--- src/rtl/display_notes.sv ---
// Switch-code to tone-divider lookup with registered note status.
// Optional build macro DISPLAY_NOTES_HALF_PERIOD_EN selects half-period divider counts.
module display_notes #(
  parameter int unsigned CLK_FREQ = 32'd50_000_000,
  parameter int unsigned F_DO1    = 32'd523,
  parameter int unsigned F_RE     = 32'd587,
  parameter int unsigned F_MI     = 32'd659,
  parameter int unsigned F_FA     = 32'd698,
  parameter int unsigned F_SOL    = 32'd783,
  parameter int unsigned F_LA     = 32'd880,
  parameter int unsigned F_SI     = 32'd987,
  parameter int unsigned F_DO2    = 32'd1046
) (
  input  logic        clk,
  input  logic        rst_n,
  input  logic [3:0]  sw,
  output logic [31:0] out,
  output logic        note_valid,
  output logic [2:0]  note_idx
);

`ifdef DISPLAY_NOTES_HALF_PERIOD_EN
  localparam int unsigned DIV_SHIFT = 32'd1;
`else
  localparam int unsigned DIV_SHIFT = 32'd0;
`endif

  // Divisors are fixed at elaboration; truncating integer division matches the tone generator.
  localparam logic [31:0] DIV_DO1 = 32'(CLK_FREQ / F_DO1) >> DIV_SHIFT;
  localparam logic [31:0] DIV_RE  = 32'(CLK_FREQ / F_RE)  >> DIV_SHIFT;
  localparam logic [31:0] DIV_MI  = 32'(CLK_FREQ / F_MI)  >> DIV_SHIFT;
  localparam logic [31:0] DIV_FA  = 32'(CLK_FREQ / F_FA)  >> DIV_SHIFT;
  localparam logic [31:0] DIV_SOL = 32'(CLK_FREQ / F_SOL) >> DIV_SHIFT;
  localparam logic [31:0] DIV_LA  = 32'(CLK_FREQ / F_LA)  >> DIV_SHIFT;
  localparam logic [31:0] DIV_SI  = 32'(CLK_FREQ / F_SI)  >> DIV_SHIFT;
  localparam logic [31:0] DIV_DO2 = 32'(CLK_FREQ / F_DO2) >> DIV_SHIFT;

  logic [31:0] out_s;
  logic        valid_s;
  logic [2:0]  idx_s;
  logic [31:0] out_r;
  logic        valid_r;
  logic [2:0]  idx_r;

  // Decode the switch code; every unlisted code (including all even codes) is silence.
  always_comb begin
    out_s   = 32'd0;
    valid_s = 1'b0;
    idx_s   = 3'd0;
    case (sw)
      4'b0001: begin out_s = DIV_DO1; valid_s = 1'b1; idx_s = 3'd0; end
      4'b0011: begin out_s = DIV_RE;  valid_s = 1'b1; idx_s = 3'd1; end
      4'b0101: begin out_s = DIV_MI;  valid_s = 1'b1; idx_s = 3'd2; end
      4'b1001: begin out_s = DIV_FA;  valid_s = 1'b1; idx_s = 3'd3; end
      4'b0111: begin out_s = DIV_SOL; valid_s = 1'b1; idx_s = 3'd4; end
      4'b1011: begin out_s = DIV_LA;  valid_s = 1'b1; idx_s = 3'd5; end
      4'b1101: begin out_s = DIV_SI;  valid_s = 1'b1; idx_s = 3'd6; end
      4'b1111: begin out_s = DIV_DO2; valid_s = 1'b1; idx_s = 3'd7; end
      default: begin
        out_s   = 32'd0;
        valid_s = 1'b0;
        idx_s   = 3'd0;
      end
    endcase
  end

  // Output registers, cleared asynchronously and reloaded every edge.
  always_ff @(posedge clk or negedge rst_n) begin
    if (!rst_n) begin
      out_r   <= 32'd0;
      valid_r <= 1'b0;
      idx_r   <= 3'd0;
    end else begin
      out_r   <= out_s;
      valid_r <= valid_s;
      idx_r   <= idx_s;
    end
  end

  assign out        = out_r;
  assign note_valid = valid_r;
  assign note_idx   = idx_r;

endmodule

--- config.mk ---
export PLATFORM = sky130hd
export DESIGN_NAME = display_notes
export DESIGN_NICKNAME = d
export VERILOG_FILES = /design/src/rtl/display_notes.sv
export SDC_FILE = /design/constraint.sdc
export NUM_CORES = 1
export LEC_CHECK = 0
export CORE_MARGIN = 2
export CORE_UTILIZATION = 41
export DETAILED_ROUTE_END_ITERATION = 16
export PLACE_DENSITY = 0.82
export SKIP_CTS_REPAIR_TIMING = 1
export SLEW_MARGIN = 40
export SYNTH_ARGS = -nofsm -noshare
export SYNTH_HDL_FRONTEND = slang
export SYNTH_SLANG_ARGS = --single-unit
export TNS_END_PERCENT = 30
--- constraint.sdc ---
create_clock -name clk -period 1.9 [get_ports clk]
set_clock_uncertainty 0.2 [all_clocks]
set_input_delay 0.475 -clock clk [delete_from_list [all_inputs] [get_ports clk]]
set_output_delay 0.475 -clock clk [all_outputs]
set_load 0.02 [all_outputs]
# After elaboration in Yosys (flattened, before gate mapping)
# Memory sizes are Yosys's and may differ from the RTL's. A register that Yosys moved wholly into a read port is not among the register bits.
# Index checks and enable logic that the tools add are counted.
[totals] memories=1 mem_bits_ro=320 input_bits=6 out_inout_bits=36 reg_bits=32
[memory_table] memory="(no name shown)" words=16 width=20 rd=1 rd_ports_with_merged_regs=1 write_ports=0 line_no="50" source="case (sw)"
[op_classes] reduce_logical=1
[ops] cell="1-bit zero test" count=1

# Logic depth before layout (Yosys ltp)
[logic_depth] depth_word=1 ltp_mapped=4 depth_no_buf=3

# Worst setup path before layout
# OpenSTA, ideal clock, no wires.
[synth_timing] path_kind="input to register" startpoint="in sw[2]" endpoint="reg idx_r[0] (netlist: note_idx[0])" t_arrival_ps=1061 path_slack_ps=520 path_buffers=1 path_stages=4 setup_time_ps=119 required_time_ps=1581 cell_sequence="buf_4 -> inv_2 -> maj3_2 -> and2_1"
[synth_rtl] item="start: declaration" line_no="16" source="input logic [3:0] sw,"
[synth_rtl] item="end: declaration" line_no="43" source="logic [2:0] idx_r;"

==> impl_summary.txt <==
----------------------------------------------------
[Run status]
  Run status ... finished clean

[Clock network]
  Root buf cell ... clkbuf_4
  CTS tree ... done
  Clock transition at the registers of the reported paths ... 90 ps
  Max Root-Sink Buffers ... 2
  Cts bufs inserted ... 3
  Max H-tree Level ... 1
  Sinks on the clock net ... 18

[Critical path]
  Largest driver fanout on the critical path ... 9
  Category of the worst setup path launch point ... input port
  Worst path arrival time ... 1650 ps
  Class of the most critical setup path ... in2reg
  Worst path required time ... 1890 ps
  Endpoint type of the worst setup path ... flop

[Yosys]
  Synthesized area per cell ... 11.0 um^2
  Number of storage elements in the synthesis netlist ... 18
  Area contributors post-synth ... dfrtp_1 55%, buf_4 17%, and2_1 3.8%
  Area of the mapped netlist ... 826 um^2
  Fraction of the yosys area taken by sequential cells ... 0.545
  Synthesized netlist cell count ... 75
  Yosys warnings ... 0
  Synth unique cells ... 20
  Most area-hungry cell type in the Yosys netlist ... dfrtp_1
  Yosys top cell area share ... 0.545

[Power and ir drop]
  Part of the power in the clock network ... 0.270
  Power share of the combinational group ... 0.230
  IR Drop Worst-Case VDD ... 420 uV
  Power dissipated by switching net loads ... 0.224 mW
  Total power divided by cell area ... 724 nW/um^2
  Fraction of power spent switching nets ... 0.271
  Int Power ... 0.602 mW
  Leakage power ... 0.780 nW
  Fraction of power consumed by sequential logic ... 0.500

[Timing]
  Worst hold slack after final layout ... 316 ps
  Final number of setup-violating endpoints ... 0
  Crit share post-route ... 0.874
  Count of endpoints failing hold in the final timing report ... 0
  RSZ-0062 raised after global routing ... no
  Final critical path time including I/O delays and setup ... 1660 ps
  Final count of pins violating max slew ... 0
  Fmax ... 602 MHz

[Layout]
  Layout Nets ... 110
  Antenna Diode Count ... 0
  Finished Core Util ... 0.593
  Non-Filler Cell Area, Final ... 1140 um^2
  Leading cell types in the layout, fill and taps excluded ... 20 x dlymetal6s2s_1, 18 x dfrtp_1, 16 x conb_1
  Leading cell type in the layout, fill and taps excluded ... dlymetal6s2s_1
  Share of layout cells above drive strength 1 ... 0.117
  Layout area overhead ... 38.0%

[Routing]
  Drt via density ... 4.20
  Final wirelength ... 1.34 mm
  DRC errors left ... 0
  Initial DRC Count ... 5
  Drt first pass iters ... 2
  Vias ... 546
  Average routed wire per standard cell ... 10.3 um
  Routed Antenna Nets ... 0

[Floorplan]
  Area of the die ... 2390 um^2
  Effective utilization at floorplan ... 0.430
  Placement row count ... 16
  Die height ... 48.9 um
  Core ar. ... 1920 um^2
  Boundary pin count ... 42
  Die Wd ... 48.9 um

[GRT]
  Number of global-route vias before repair ... 470
  Global-route wire length before repair ... 2.06 mm
  Maximum number of pins on one net before global-route repair ... 19
  Overall overflow remaining after global route ... 0
  Antenna violations before repair ... 0
  Total routing resource utilization after global routing ... 0.118

[Placement]
  Placed wire-length estimate after detailed placement ... 1.07 mm
  Post-placement cell area ... 1050 um^2
  Final RePlAce weighted congestion ... 0.778
  Port bufs ... 25

[Flow run]
  Maximum capacitance violations ... 0

[Min path]
  Path type of the worst min-delay path ... in2async

----------------------------------------------------
cells in the mapped netlist:
master,number
a21boi_0,2
a21boi_1,1
and2_1,5
and3_1,3
and4b_1,1
buf_2,3
buf_4,19
conb_1,1
dfrtp_1,18
inv_2,1
maj3_2,1
nand2_1,4
nand2b_1,3
nand3_1,1
nand3b_1,1
nor2_1,2
nor2b_1,2
o21a_1,3
o21ai_0,2
xnor2_1,2
sequential cells by signal, summed over array words and instances, names as in the netlist:
signal	cells
out	15
note_idx	2
note_valid	1
power groups by stage:
stage / clock (mW) / combinational [mW] / sequential (mW)
floorplan: 0 / 0.103 / 0.456
detailed placement: 0 / 0.197 / 0.422
finish: 0.223 / 0.190 / 0.413
CTS: 0.232 / 0.197 / 0.415
global placement: 0 / 0.192 / 0.422
global route: 0.244 / 0.204 / 0.416
critical path, cell delays in order:
cell and delay, ps:
clkdlybuf4s50_1 650, inv_2 70, maj3_2 290, and2_1 150
layout make-up:
type / instances / area, um^2
Fill cell: 184 / 782
Multi-Input combinational cell: 49 / 270
Sequential cell: 18 / 450
Tap cell: 27 / 33.8
Clock buffer: 4 / 36.3
Inverter: 1 / 3.75
Timing Repair Buffer: 31 / 345
routing by layer:
| metal | GRT usage | vias up | part of all wire |
|---|---|---|---|
| met3 | 0.0307 | 4 | 0.095 |
| met5 | 0 | - | 0 |
| met2 | 0.210 | 33 | 0.51 |
| met4 | 0.0857 | 0 | 0.030 |
| met1 | 0.118 | 249 | 0.36 |
| li1 | - | 260 | - |
through the flow:
stage                     power (mW)  worst slack (ps)  instances  TNS, ps
after global routing           0.865               198        130        0
after detailed placement       0.619             -72.7        126     -154
after floorplan                0.559               520         90        0
after global placement         0.614             -13.8        126    -13.8
final                          0.826               240        130        0
after CTS                      0.843             -37.9        130     -228
path summary, 6_finish.rpt:
path / from / to / slack, ps
max: sw[2] / note_idx[0] / 240
min: rst_n / out[3] / 320
max in group asynchronous: rst_n / out[9] / 1000
min in group clk: sw[0] / out[13] / 660
cells by family after synthesis:
family,share of synthesized area
flops,0.545
buf+inv,0.195
simple gates,0.153
other cells,0.00454
xor+xnor,0.0212
compound gates,0.0667
fa+ha+maj,0.0136
Power figures use the tool's default switching activity.
